[src/rtl/comparator_pkg.sv]
// Shared types and sizing helpers for the MSB-first serial magnitude comparator.
package comparator_pkg;

    typedef enum logic [1:0] {
        IDLE = 2'd0,
        CMP  = 2'd1,
        DONE = 2'd2
    } cmp_state_t;

    typedef struct packed {
        logic ls;
        logic gr;
        logic eq;
    } cmp_result_t;

    function automatic int chunk_count(input int n, input int w);
        return n / w;
    endfunction

    // A single-chunk configuration still needs a 1-bit counter.
    function automatic int count_width(input int n, input int w);
        return (n / w > 1) ? $clog2(n / w) : 1;
    endfunction

endpackage

[src/rtl/serial_comparator_if.sv]
// Operand/result bundle for serial_comparator.
// Handshake: start is taken on a rising edge only when busy is low; done pulses for one
// cycle when ls/gr/eq are refreshed, and those outputs hold until the next done.
interface serial_comparator_if #(
    parameter int N = 8
);
    logic         start;
    logic         signed_mode;
    logic [N-1:0] a;
    logic [N-1:0] b;
    logic         busy;
    logic         done;
    logic         ls;
    logic         gr;
    logic         eq;

    modport master (output start, signed_mode, a, b, input busy, done, ls, gr, eq);
    modport slave  (input start, signed_mode, a, b, output busy, done, ls, gr, eq);
endinterface

[src/rtl/chunk_compare.sv]
// Combinational unsigned compare of one W-bit chunk.
module chunk_compare #(
    parameter int W = 2
) (
    input  logic [W-1:0] a,
    input  logic [W-1:0] b,
    output logic         lt,
    output logic         gt,
    output logic         eq
);

    assign lt = (a < b);
    assign gt = (a > b);
    assign eq = (a == b);

endmodule

[src/rtl/serial_comparator.sv]
// Multi-cycle N-bit magnitude comparator: resolves W bits per clock from the MSB end and
// stops on the first differing chunk. Unsigned or two's-complement per request.
module serial_comparator
    import comparator_pkg::*;
#(
    parameter int N = 8,
    parameter int W = 2
) (
    input  logic                    clk,
    input  logic                    rst_n,
    serial_comparator_if.slave      cmp,
    output cmp_state_t              state_dbg
);

    localparam int              NC        = chunk_count(N, W);
    localparam int              CW        = count_width(N, W);
    localparam logic [CW-1:0]   LAST      = CW'(NC - 1);
    localparam logic [W-1:0]    SIGN_MASK = W'(1) << (W - 1);

    if (N < 2 || W < 1 || W > N || (N % W) != 0) begin : g_bad_params
        $error("serial_comparator: N=%0d must be >= 2 and a multiple of W=%0d", N, W);
    end

    cmp_state_t    state;
    logic [N-1:0]  a_sh;
    logic [N-1:0]  b_sh;
    logic          signed_q;
    logic [CW-1:0] cnt;
    logic          busy_q;
    logic          done_q;
    cmp_result_t   res_q;

    logic [W-1:0]  a_chunk;
    logic [W-1:0]  b_chunk;
    logic          c_lt;
    logic          c_gt;
    logic          c_eq;

    // Flipping the sign bit of the top chunk turns two's-complement order into unsigned order.
    assign a_chunk = a_sh[N-1 -: W] ^ ((signed_q && cnt == '0) ? SIGN_MASK : '0);
    assign b_chunk = b_sh[N-1 -: W] ^ ((signed_q && cnt == '0) ? SIGN_MASK : '0);

    chunk_compare #(.W(W)) u_chunk (
        .a  (a_chunk),
        .b  (b_chunk),
        .lt (c_lt),
        .gt (c_gt),
        .eq (c_eq)
    );

    always_ff @(posedge clk or negedge rst_n) begin
        if (!rst_n) begin
            state    <= IDLE;
            a_sh     <= '0;
            b_sh     <= '0;
            signed_q <= 1'b0;
            cnt      <= '0;
            busy_q   <= 1'b0;
            done_q   <= 1'b0;
            res_q    <= '0;
        end else begin
            done_q <= 1'b0;
            case (state)
                IDLE, DONE: begin
                    if (cmp.start) begin
                        a_sh     <= cmp.a;
                        b_sh     <= cmp.b;
                        signed_q <= cmp.signed_mode;
                        cnt      <= '0;
                        busy_q   <= 1'b1;
                        state    <= CMP;
                    end else begin
                        state <= IDLE;
                    end
                end
                CMP: begin
                    if (!c_eq) begin
                        res_q  <= '{ls: c_lt, gr: c_gt, eq: 1'b0};
                        done_q <= 1'b1;
                        busy_q <= 1'b0;
                        state  <= DONE;
                    end else if (cnt == LAST) begin
                        res_q  <= '{ls: 1'b0, gr: 1'b0, eq: 1'b1};
                        done_q <= 1'b1;
                        busy_q <= 1'b0;
                        state  <= DONE;
                    end else begin
                        a_sh <= a_sh << W;
                        b_sh <= b_sh << W;
                        cnt  <= cnt + CW'(1);
                    end
                end
                default: begin
                    busy_q <= 1'b0;
                    state  <= IDLE;
                end
            endcase
        end
    end

    assign cmp.busy  = busy_q;
    assign cmp.done  = done_q;
    assign cmp.ls    = res_q.ls;
    assign cmp.gr    = res_q.gr;
    assign cmp.eq    = res_q.eq;
    assign state_dbg = state;

endmodule

[src/flat_wrapper.sv]
// flat-port wrapper written by rule: the top's interface ports become plain ports
module serial_comparator_flat import comparator_pkg::*;
#(
    parameter int N = 8,
    parameter int W = 2
)
  (clk, rst_n, state_dbg, cmp_start, cmp_signed_mode, cmp_a, cmp_b, cmp_busy, cmp_done, cmp_ls, cmp_gr, cmp_eq);
  serial_comparator_if #(.N(N)) cmp_i ();
  input  logic clk;
  input  logic rst_n;
  output cmp_state_t state_dbg;
  input wire logic [$bits(cmp_i.start)-1:0] cmp_start;
  input wire logic [$bits(cmp_i.signed_mode)-1:0] cmp_signed_mode;
  input wire logic [$bits(cmp_i.a)-1:0] cmp_a;
  input wire logic [$bits(cmp_i.b)-1:0] cmp_b;
  output wire logic [$bits(cmp_i.busy)-1:0] cmp_busy;
  output wire logic [$bits(cmp_i.done)-1:0] cmp_done;
  output wire logic [$bits(cmp_i.ls)-1:0] cmp_ls;
  output wire logic [$bits(cmp_i.gr)-1:0] cmp_gr;
  output wire logic [$bits(cmp_i.eq)-1:0] cmp_eq;
  assign cmp_i.start = cmp_start;
  assign cmp_i.signed_mode = cmp_signed_mode;
  assign cmp_i.a = cmp_a;
  assign cmp_i.b = cmp_b;
  assign cmp_busy = cmp_i.busy;
  assign cmp_done = cmp_i.done;
  assign cmp_ls = cmp_i.ls;
  assign cmp_gr = cmp_i.gr;
  assign cmp_eq = cmp_i.eq;
  serial_comparator #(.N(N), .W(W)) u_core (.clk(clk), .rst_n(rst_n), .cmp(cmp_i), .state_dbg(state_dbg));
endmodule
[config.mk]
export PLATFORM = sky130hd
export DESIGN_NAME = serial_comparator_flat
export DESIGN_NICKNAME = d
export VERILOG_FILES = /design/src/rtl/comparator_pkg.sv /design/src/rtl/serial_comparator_if.sv /design/src/rtl/chunk_compare.sv /design/src/rtl/serial_comparator.sv /design/src/flat_wrapper.sv
export SDC_FILE = /design/constraint.sdc
export NUM_CORES = 1
export LEC_CHECK = 0
export ABC_CLOCK_PERIOD_IN_PS = 3250
export BUFFER_PORTS_ARGS = -buffer_cell sky130_fd_sc_hd__buf_2
export CAP_MARGIN = 25
export CORE_ASPECT_RATIO = 0.8
export CORE_MARGIN = 1
export CORE_UTILIZATION = 40
export DETAILED_ROUTE_END_ITERATION = 12
export HOLD_SLACK_MARGIN = 0.03
export SLEW_MARGIN = 20
export SYNTH_ARGS = -nofsm -noshare
export SYNTH_HDL_FRONTEND = slang
export SYNTH_HIERARCHICAL = 1
export SYNTH_SLANG_ARGS = --single-unit
[constraint.sdc]
create_clock -name clk -period 3.25 [get_ports clk]
set_input_delay 0.1625 -clock clk [delete_from_list [all_inputs] [get_ports clk]]
set_output_delay 0.1625 -clock clk [all_outputs]
set_load 0.01 [all_outputs]
**Word level (Yosys, flattened, before mapping)**

Index checks and enable logic that the tools add are counted.

- Divide/modulo/power cells: 0
- $lt $le $gt $ge: 2
- Reductions and logical operators: 9
- Shift operators: 0
- Bitwise operators: 2
- Multipliers: 0
- Multiplexer cells: 26
- Add/sub/neg operators: 1
- Eq/ne operators: 9

Operators with widths:

| kind | number |
|---|---|
| 8-bit two-way mux | 6 |
| 8-bit one-hot mux with 2 select lines | 2 |
| 2-bit two-way mux | 6 |
| 2-bit one-hot mux with 2 select lines | 2 |
| 1-bit two-way mux | 7 |
| 3-bit two-way mux | 2 |
| 2-bit != test, second input constant | 3 |
| 2-bit AND reduction | 3 |
| 2-bit equality test, second input constant | 2 |
| 2-bit zero test | 2 |
| 4-bit AND reduction | 1 |
| 2-bit bitwise XOR | 2 |
| 3-bit != test, second input constant | 1 |
| 2-bit by 1-bit adder with 2-bit output, second input constant | 1 |
| 2-bit by 1-bit equality test with 1-bit output, second input constant | 1 |
| 2-bit equality test | 1 |
| 2-bit > comparator | 1 |
| 2-bit < comparator | 1 |
| 2-bit by 1-bit != test with 1-bit output, second input constant | 1 |
| 1-bit one-hot mux with 2 select lines | 1 |
| 2-bit nonzero test | 1 |
| 2-bit OR reduction | 1 |
| 1-bit logical AND | 1 |

- Memories kept: 0
- Input bits: 20
- ROM bits: 0
- RAM bits: 0
- Output and inout bits: 7
- Flip-flop bits (word level): 26
- Bits in latches: 0

**Logic depth before layout (Yosys ltp)**

Gate-level depths: netlist of the first run.

- Depth in word-level cells: 7
- Depth in mapped cells: 12
- Gate-level depth less buffers: 11

**Cells and area by module**

The synthesis of the first run kept the hierarchy.

Modules (own cells, without submodules):

| module | seq. area each (um^2) | area each (um^2) | cells an instance | instances |
|---|---|---|---|---|
| serial_comparator | 650.6 | 1247.4 | 87 | 1 |
| chunk_compare | 0.0 | 62.6 | 9 | 1 |

**Least setup slack after synthesis of the first run**

OpenSTA, ideal clock, no wires.

- Path type: flip-flop to flip-flop
- Start point: reg u_core.cnt[0]
- End point: reg u_core.a_sh[2]
- Path slack: 949 ps
- Library setup time: 125 ps
- Cell stages (with the launch flop): 13
- Data arrival time: 2176 ps
- Cell sequence: dfrtp_1 inv_1 ha_1 nand2_1 xnor2_1 inv_1 ha_1 and2_4 and2b_1 a21oi_4 inv_4 buf_12 mux2_4

- Cells in the longest elaborated chain, start to end: 7
- Elaborated cells between the ends (all ways): 10
- Classes of those cells: 4 x eq/ne; 1 x mux; 2 x bitwise; 3 x reduce/logical

Ends and longest elaborated chain:

| element | line | text |
|---|---|---|
| from (decl) | serial_comparator.sv:28 | `logic [CW-1:0] cnt;` |
| from (signal assigned) | serial_comparator.sv:90 | `cnt <= cnt + CW'(1);` |
| 2-bit zero test | serial_comparator.sv:41 | `assign b_chunk = b_sh[N-1 -: W] ^ ((signed_q && cnt == '0) ? SIGN_MASK : '0);` |
| 1-bit logical AND | serial_comparator.sv:41 |  |
| 2-bit two-way mux | serial_comparator.sv:41 |  |
| 2-bit bitwise XOR | serial_comparator.sv:41 |  |
| named net u_core.b_chunk[1] | serial_comparator.sv:34 | `logic [W-1:0] b_chunk;` |
| 2-bit equality test | chunk_compare.sv:14 | `assign eq = (a == b);` |
| named net u_core.c_eq | serial_comparator.sv:37 | `logic c_eq;` |
| 2-bit by 1-bit != test with 1-bit output (no line) | n/a |  |
| 4-bit AND reduction (no line) | n/a |  |
| to (signal assigned) | serial_comparator.sv:66 | `a_sh <= cmp.a;` |
| to (signal assigned) | serial_comparator.sv:88 | `a_sh <= a_sh << W;` |
| to (decl) | serial_comparator.sv:25 | `logic [N-1:0] a_sh;` |

The timed path passes the listed nets, and every way through them passes these cells.
A chain may end at the register's enable or synchronous reset.

**Final worst setup path of the first run**

- Start point: reg u_core.cnt[0]
- End point: reg u_core.a_sh[3]

The elaborated chain is that of the path after synthesis.

==> impl_metrics.toml, run 1 <==
[synth]
ys_ff_latch = 26
synth_area_leaders = "dfrtp_1 (50%), mux2_2 (15%), mux2_4 (8.0%)"
ys_warn_count = 6
postSynthAreaPerCell_um2 = 13.6
synth_area_um2 = 1310
yosysSeqAreaShare = 0.497
netlist_instances = 96
synth.largest_area_cell = "dfrtp_1"
synth_top_cell_area_share = 0.497
synth_enable_flop_cells = 0
ys.flop_type = "dfrtp_1"
synth_cell_type_count = 25
ys_async_sr_fraction = 1.00
syn_nets = 120

[cts]
tritoncts = "done"
h-tree-depth = 1
cts.sinks = 26
cts_inserted_buffers = 3
cts_root_buf = "clkbuf_8"
cts_setup_buffers = 0
clk_latency_ps = 270
cts_buffer_depth = 2
clk_pin_slew_worst_paths_ps = 90

[global_route]
grt_pass1_vias = 766
grt_use_total = 0.147
grt_overflow_total = 0
grt_max_degree = 27
grt_pass1_wl_um = 3700
antenna_found_initial = 0

[place]
dp_cells = 159
dpl.hpwl_um = 1650
pre_cts_ws_ps = 873
gp_congestion = 0.713
port_buffers = 26
postPlaceCellArea_um2 = 1450

[cells_and_area]
finalInstanceArea_um2 = 1510
utilization = 0.487
drive_above_1_share = 0.484
area_growth_pct = 15.5
fillers = 290
diodes = 0
fin_cells = 164
final_nets = 149

[hold_path]
whs_path_depth = 2
min_to = "u_core/signed_q"
min_path_type = "primary input to flip-flop"
min_from = "cmp_signed_mode"

[floorplan]
fp.dieArea_um2 = 3510
die_w_um = 66.0
fp.dieH_um = 53.2
rows = 18
core_area_um2 = 3110
initial_utilization = 0.421
ios = 27

[detailed_routing]
firstDrtPassIters = 4
drc = 0
wl_per_cell_um = 13.4
ant_nets = 0
postRouteWirelength_um = 2200
vias = 798
dr.first_iter.drc_count = 47
via_per_inst = 4.87

[timing]
slew_viol_final = 0
max_freq_mhz = 419
relSlewSlack = 0.620
fin_tns_setup_ps = 0
tightest_slew_ps = 570
final-hold-violation-count = 0
fin_crit_sh = 0.735
finClkSkew_ps = 6.53
hold_ws_ps = 137
postLayoutSetupSlackWorst_ps = 861
finalSetupViolCount = 0
fin_crit_ps = 2390
rsz0062_at_grt = "no"

[critical_path]
r2r_end = "u_core/a_sh[3]"
rr_startpoint = "u_core/cnt[0]"
arrival_ps = 2540
worstSetupPathType = "flip-flop to flip-flop"
end_kind = "flip-flop"
crit_required_ps = 3400
reg2reg_depth = 11
critPathLaunchType = "flip-flop"
reg2reg_slack_ps = 860
critPathMaxFanout = 15

[pwr]
powerDensity_nw_per_um2 = 1110
power_mw = 1.67
ir_drop_mv = 0.541
leakage_nw = 0.740

[outcome]
status = "finished clean"

[flow_run]
cap_violations = 0
-- metal layers --
metal,vias up,global-route usage,share of wire
met3,0,0.0517,0.060
met1,389,0.204,0.50
met2,24,0.226,0.44
li1,385,-,-
met5,-,0,0
met4,0,0.0213,0
-- cells by family (layout without fill, tap and decap cells) --
logic type | count (synthesis) | count (layout) | synth area share
muxes | 27 | 27 | 0.250
adders and majority gates | 4 | 4 | 0.0382
DFF | 26 | 26 | 0.497
and+or+nand+nor | 15 | 15 | 0.0735
xor gates and xnor gates | 2 | 2 | 0.0134
AOI/OAI and AO/OA | 10 | 10 | 0.0678
buffers and inverters | 12 | 40 | 0.0602
-- report_power, final --
part	total, mW	switching [mW]	internal, mW
clock network	0.203	0.0945	0.108
logic	0.893	0.401	0.492
registers	0.577	0.0949	0.482
-- layout make-up --
type	instances	area (um^2)	area share
Inverter	9	36.3	0.0240
Timing Repair Buffer	27	140	0.0926
Multi-Input combinational cell	58	581	0.384
Tap cell	40	50.0	0.0331
Sequential cell	26	651	0.430
Clock buffer	4	55.1	0.0364
-- critical path: stages (launching register included) --
cell	delay (ps)
dfrtp_1	390
inv_1	60
ha_1	180
nand2_1	100
xnor2_1	120
inv_1	50
ha_1	280
and2_4	150
and2b_1	210
a21oi_4	250
inv_4	140
mux2_4	320
-- cells in the final DEF (no fill, tap or decap), drive strengths merged, types with 3 or more instances in the layout --
cell	netlist	routed
inv	9	9
a21oi	3	3
ha	4	4
buf	3	26
nand2	3	3
nor2	3	3
clkbuf	0	4
a32o	4	4
mux2	25	25
dfrtp	26	26
-- synth_stat cells (3+ instances only) --
| cell | count |
|---|---|
| nor2_1 | 3 |
| a32o_1 | 4 |
| ha_1 | 4 |
| mux2_4 | 7 |
| nand2_1 | 3 |
| mux2_2 | 18 |
| dfrtp_1 | 26 |
| inv_1 | 8 |
-- flip-flops by register name, indices dropped and copies added, names as in the netlist --
signal / cells
u_core/cmp.done: 1
u_core/a_sh: 8
u_core/state_dbg: 2
u_core/cmp.busy: 1
u_core/cnt: 2
u_core/cmp.ls: 1
u_core/cmp.eq: 1
u_core/signed_q: 1
u_core/b_sh: 8
u_core/cmp.gr: 1
-- worst max-delay path by stage --
| stage | from | end | depth (start not counted) |
|---|---|---|---|
| 6_report | u_core/cnt[0] | u_core/a_sh[3] | 11 |
| 5_1_grt | u_core/cnt[0] | u_core/b_sh[5] | 11 |
| 4_1_cts | u_core/cnt[0] | u_core/b_sh[6] | 11 |
| 3_5_place_dp | u_core/cnt[0] | u_core/a_sh[2] | 11 |
| 3_3_place_gp | u_core/cnt[0] | u_core/a_sh[5] | 11 |
| 2_1_floorplan | u_core/cnt[0] | u_core/a_sh[2] | 12 |
-- timing repair --
item | CTS | global route
resized for setup | 0 | 0
hold endpoints to repair | 26 | 0
hold buffers | 1 | 0
(Power assumes the default switching activity.)
==> run 2: changes to the inputs <==
--- a/config.mk
+++ b/config.mk
@@ -5,7 +5,7 @@
 export SDC_FILE = /design/constraint.sdc
 export NUM_CORES = 1
 export LEC_CHECK = 0
-export ABC_CLOCK_PERIOD_IN_PS = 3250
+export ABC_CLOCK_PERIOD_IN_PS = 2400
 export BUFFER_PORTS_ARGS = -buffer_cell sky130_fd_sc_hd__buf_2
 export CAP_MARGIN = 25
 export CORE_ASPECT_RATIO = 0.8
==> constraint.sdc (replaced) <==
create_clock -name clk -period 2.4 [get_ports clk]
set_input_delay 0.12 -clock clk [delete_from_list [all_inputs] [get_ports clk]]
set_output_delay 0.12 -clock clk [all_outputs]
set_load 0.01 [all_outputs]
==> run 2 against run 1 <==
Effect of this change: clock power increased by 18%; combinational power increased by 42%; core utilization increased by 0.85 points; cell count increased by 2.4%; sequential share of layout area decreased by 0.73 points; power increased by 37%; count of clock-buffer cells in the layout decreased by 1; critical path depth unchanged; sequential power increased by 36%; fmax increased by 3.3%; sequential cell count unchanged; register-to-register slack got worse by 770 ps; largest power group unchanged.
==> impl_metrics.toml, run 2 (synthesized netlist as in run 1, its figures left out) <==
[critical_path]
crit_required_ps = 2550
path_buf_inv = 3
slowest_delay_ps = 390
critPathSlowestCell = "dfrtp_1"
worstSetupPathType = "flip-flop to flip-flop"
critPathMaxFanout = 15
end_kind = "flip-flop"
crit_family = "adder cells"
arrival_ps = 2460
critPathLaunchType = "flip-flop"
worstPathCellList = "inv_1 > ha_1 > nand2_1 > xnor2_1 > inv_1 > ha_1 > and2_4 > and2b_1 > a21oi_4 > inv_6 > mux2_4"

[global_route]
top_usage_layer = "met2"
grt_overflow_total = 0
grt_max_degree = 27
grtUsageMet1 = 0.203
grt_pass1_vias = 803
grt_use_total = 0.151
grt_pass1_wl_um = 3720
grt_use_met2 = 0.235
grt_util_met3 = 0.0517
antenna_found_initial = 0

[place]
gp_congestion = 0.731
dp_cells = 160
port_buffers = 26
postPlaceCellArea_um2 = 1460
dpl.hpwl_um = 1660
pre_cts_ws_ps = 32.0

[floorplan]
core_area_um2 = 3110
initial_utilization = 0.421
fp.dieArea_um2 = 3510
fp.dieH_um = 53.2
rows = 18
ios = 27
die_w_um = 66.0

[cells_and_area]
mostFrequentLayoutCells = "buf_2 (26), dfrtp_1 (26), mux2_2 (18)"
fin_cells = 168
final_nets = 154
utilization = 0.495
finalInstanceArea_um2 = 1540
area_growth_pct = 17.5
reg.largest.list = "u_core/a_sh x8, u_core/b_sh x8"
drive_above_1_share = 0.500
diodes = 0

[timing]
fin_crit_sh = 0.963
tightest_slew_ps = 559
fin_crit_ps = 2310
relSlewSlack = 0.627
fin_tns_setup_ps = 0
slew_viol_final = 0
final-hold-violation-count = 0
hold_ws_ps = 88.9
rsz0062_at_grt = "yes"
max_freq_mhz = 433
postLayoutSetupSlackWorst_ps = 88.4
finalSetupViolCount = 0
finClkSkew_ps = 4.26

[detailed_routing]
postRouteWirelength_um = 2240
ant_nets = 0
wl_per_cell_um = 13.4
dr.first_iter.drc_count = 23
vias = 807
firstDrtPassIters = 4
via_per_inst = 4.80
drc = 0

[cts]
cts_buffer_depth = 2
cts.sinks = 26
cts_inserted_buffers = 3
cts_root_buf = "clkbuf_8"
clk_pin_slew_worst_paths_ps = 80
tritoncts = "done"
h-tree-depth = 1
clk_latency_ps = 260

[outcome]
status = "finished clean"

[pwr]
ir_drop_mv = 0.752
power_mw = 2.29
leakage_nw = 0.757
powerDensity_nw_per_um2 = 1490

[hold_path]
min_path_type = "primary input to flip-flop"

[flow_run]
cap_violations = 0
run 2: final cells by class:
| type | count | area [um^2] |
|---|---|---|
| clock buffers | 3 | 41.3 |
| fillers | 298 | 1570 |
| inverters | 9 | 38.8 |
| multi-input cells | 58 | 581 |
| flip-flops and latches | 26 | 651 |
| well taps | 40 | 50.0 |
| repair buffers | 32 | 178 |
run 2: report_power, final:
part           switching [mW]  internal (mW)  total, mW
clock network           0.127          0.112      0.239
logic                   0.549          0.721       1.27
registers               0.131          0.653      0.784
run 2: final timing paths:
kind | from | depth (start not counted) | slack [ps] | end
worst min register to register | u_core/cnt[0] | 1 | 500 | u_core/cnt[0]
worst max register to register | u_core/cnt[0] | 11 | 90 | u_core/a_sh[3]
worst max-delay path | u_core/cnt[0] | 11 | 90 | u_core/a_sh[3]
min in group asynchronous | rst_n | 2 | 370 | u_core/state_dbg[0]
max in group asynchronous | rst_n | 2 | 1660 | u_core/a_sh[3]
worst min-delay path | cmp_signed_mode | 2 | 90 | u_core/signed_q
run 2: timing repair:
action,4_1_cts,5_1_grt
hold buffers,1,0
resized for setup,0,1
setup buffers,0,4
hold endpoints to repair,26,0
endpoints found under the setup margin,0,12
run 2: metal layers:
layer	part of all wire	routed length [um]	vias to the layer above
met5	0	0	-
li1	-	-	395
met2	0.44	985	22
met4	0.0031	7	0
met1	0.50	1130	388
met3	0.053	120	2
==> run 3: changes to the inputs <==
--- a/config.mk
+++ b/config.mk
@@ -5,6 +5,7 @@
 export SDC_FILE = /design/constraint.sdc
 export NUM_CORES = 1
 export LEC_CHECK = 0
+export ABC_AREA = 1
 export ABC_CLOCK_PERIOD_IN_PS = 2400
 export BUFFER_PORTS_ARGS = -buffer_cell sky130_fd_sc_hd__buf_2
 export CAP_MARGIN = 25
==> run 3 against run 2 <==
Effect of this change: first-iteration DRC count grew to 2.6 times the previous value; clock skew shrank 2.6 ps; synthesized cell count grew 78%; largest power group unchanged.
==> impl_metrics.toml, run 3 <==
[place]
port_buffers = 26
gp_congestion = 0.775
dpl.hpwl_um = 2140
pre_cts_ws_ps = 147

[global_route]
grt_use_total = 0.198
grt_pass1_vias = 1113
antenna_found_initial = 0
grt_overflow_total = 0
grt_pass1_wl_um = 5220
grt_max_degree = 27

[cts]
clk_latency_ps = 270
cts_root_buf = "clkbuf_8"
cts.sinks = 26
tritoncts = "done"
h-tree-depth = 1
cts_buffer_depth = 2
cts_inserted_buffers = 3
clk_pin_slew_worst_paths_ps = 90

[timing]
final-hold-violation-count = 0
finalSetupViolCount = 0
postLayoutSetupSlackWorst_ps = 221
relSlewSlack = 0.607
fin_tns_setup_ps = 0
finClkSkew_ps = 1.61
fin_crit_sh = 0.908
fin_crit_ps = 2180
slew_viol_final = 0
tightest_slew_ps = 589
max_freq_mhz = 459

[critical_path]
reg2reg_depth = 14
crit_required_ps = 2570
critPathMaxFanout = 11
end_kind = "flip-flop"
critPathLaunchType = "flip-flop"
arrival_ps = 2350
crit_path_start = "u_core/cnt[0]"
rr_startpoint = "u_core/cnt[0]"
worstSetupPathType = "flip-flop to flip-flop"

[detailed_routing]
vias = 1185
top_layer_used = "met4"
via_per_inst = 4.92
wl_met1_um = 1450
firstDrtPassIters = 4
postRouteWirelength_um = 3060
routed-wl-met2_um = 1410
drc = 0
wl_per_cell_um = 12.7
wl_met3_um = 177
ant_nets = 0
dr.first_iter.drc_count = 59

[hold_path]
whs_path_depth = 3
min_path_type = "primary input to flip-flop"
min_from = "cmp_signed_mode"

[cells_and_area]
layout_commonest_cell = "nand2_1"
mostFrequentLayoutCells = "nand2_1 (69), nand3_1 (31), buf_2 (26), dfrtp_1 (26), inv_1 (10)"
area_growth_pct = 18.8
reg.largest.list = "u_core/a_sh x8, u_core/b_sh x8"
final_nets = 226
drive_above_1_share = 0.224
diodes = 0
fillers = 334

[pwr]
p_seq_frac = 0.306
ir_drop_mv = 0.543
combPwrFrac = 0.578
clock_power_share = 0.116
powerDensity_nw_per_um2 = 1520
leakage_nw = 0.915
p_sw_frac = 0.448
p_switching_mw = 1.09
p_int_mw = 1.35

[synth]
yosysSeqAreaShare = 0.480
synth_area_um2 = 1360
ys_warn_count = 6
synth_area_leaders = "dfrtp_1 (48%), nand2_1 (19%), nand3_1 (11%)"
synth_top_cell_area_share = 0.480
synth_commonest_cells = "nand2_1 (69), nand3_1 (31), dfrtp_1 (26)"
synth_compound_area_frac = 0.0212
synth_cell_type_count = 17
postSynthAreaPerCell_um2 = 7.93
synthMuxAreaShare = 0
synth.largest_area_cell = "dfrtp_1"
synth_xor_area_frac = 0.0129
synthAdderAreaFrac = 0.0369
ys.flop_type = "dfrtp_1"
ys_async_sr_fraction = 1.00
synth-simple-area-share = 0.367
netlist_instances = 171
ys_ff_latch = 26
syn_nets = 195
synth_most_common_cell = "nand2_1"
synth_top_family_by_area = "simple AND/OR/NAND/NOR gates"
synth_enable_flop_cells = 0

[flow_run]
cap_violations = 0

[floorplan]
ios = 27
fp.dieH_um = 54.1
fp.dieArea_um2 = 3630
initial_utilization = 0.430
core_area_um2 = 3150
die_w_um = 67.1
rows = 18

[outcome]
status = "finished clean"
run 3: what timing repair did:
action	4_1_cts	5_1_grt
endpoints found under the hold margin	26	0
gates resized for setup	0	2
hold buffers	1	0
setup buffers	0	4
endpoints found under the setup margin	0	14
run 3: path summary, 6_finish.rpt:
kind	to	slack (ps)
worst max-delay path	u_core/a_sh[5]	220
worst min-delay path	u_core/signed_q	100
worst max register to register	u_core/a_sh[5]	220
worst min register to register	u_core/cmp.busy	490
max in group asynchronous	u_core/a_sh[0]	1630
min in group asynchronous	u_core/a_sh[7]	380
run 3: per-stage QoR:
| step | hold slack [ps] | util | instances | total power, mW | area [um^2] |
|---|---|---|---|---|---|
| detailed placement | 164 | 0.478 | 232 | 1.99 | 1510 |
| global route | 106 | 0.511 | 241 | 2.70 | 1610 |
| global placement | 156 | 0.478 | 232 | 1.97 | 1510 |
| finish | 96.6 | 0.511 | 241 | 2.44 | 1610 |
| CTS | 95.2 | 0.498 | 237 | 2.29 | 1570 |
| floorplan | -176 | - | 171 | 1.73 | 1360 |
run 3: cell families after synthesis:
group | after synthesis
adder cells (fa/ha/maj) | 4
buffers and inverters | 21
flip-flops | 26
AO/OA/AOI/OAI | 5
AND/OR/NAND/NOR | 113
XOR/XNOR | 2
run 3: cell type report:
class	count	area, um^2	share of cell area
clock buffers	4	55.1	0.0342
inverters	11	43.8	0.0272
multi-input cells	124	604	0.375
flip-flops and latches	26	651	0.404
well taps	40	50.0	0.0311
repair buffers	36	208	0.129
run 3: power groups by stage:
stage,registers [mW],clock network [mW],logic (mW)
floorplan,0.751,0,0.979
global placement,0.754,0,1.21
detailed placement,0.757,0,1.24
CTS,0.747,0.293,1.25
global route,0.771,0.304,1.62
finish,0.746,0.284,1.41
run 3: layer usage:
metal	global-route usage	vias to the layer above
met5	0	-
met3	0.0466	2
met1	0.272	545
met2	0.318	30
met4	0.0426	0
li1	-	608
run 3: critical path, cell delays in order (launching register included):
cell and delay [ps]:
dfrtp_1 390, inv_1 70, ha_1 190, nand2_1 100
xnor2_1 130, inv_1 60, ha_1 300, nand2_1 50
inv_1 90, inv_1 80, nor2_4 160, nand2_4 130
buf_4 200, nand3_1 70, nand2_1 60
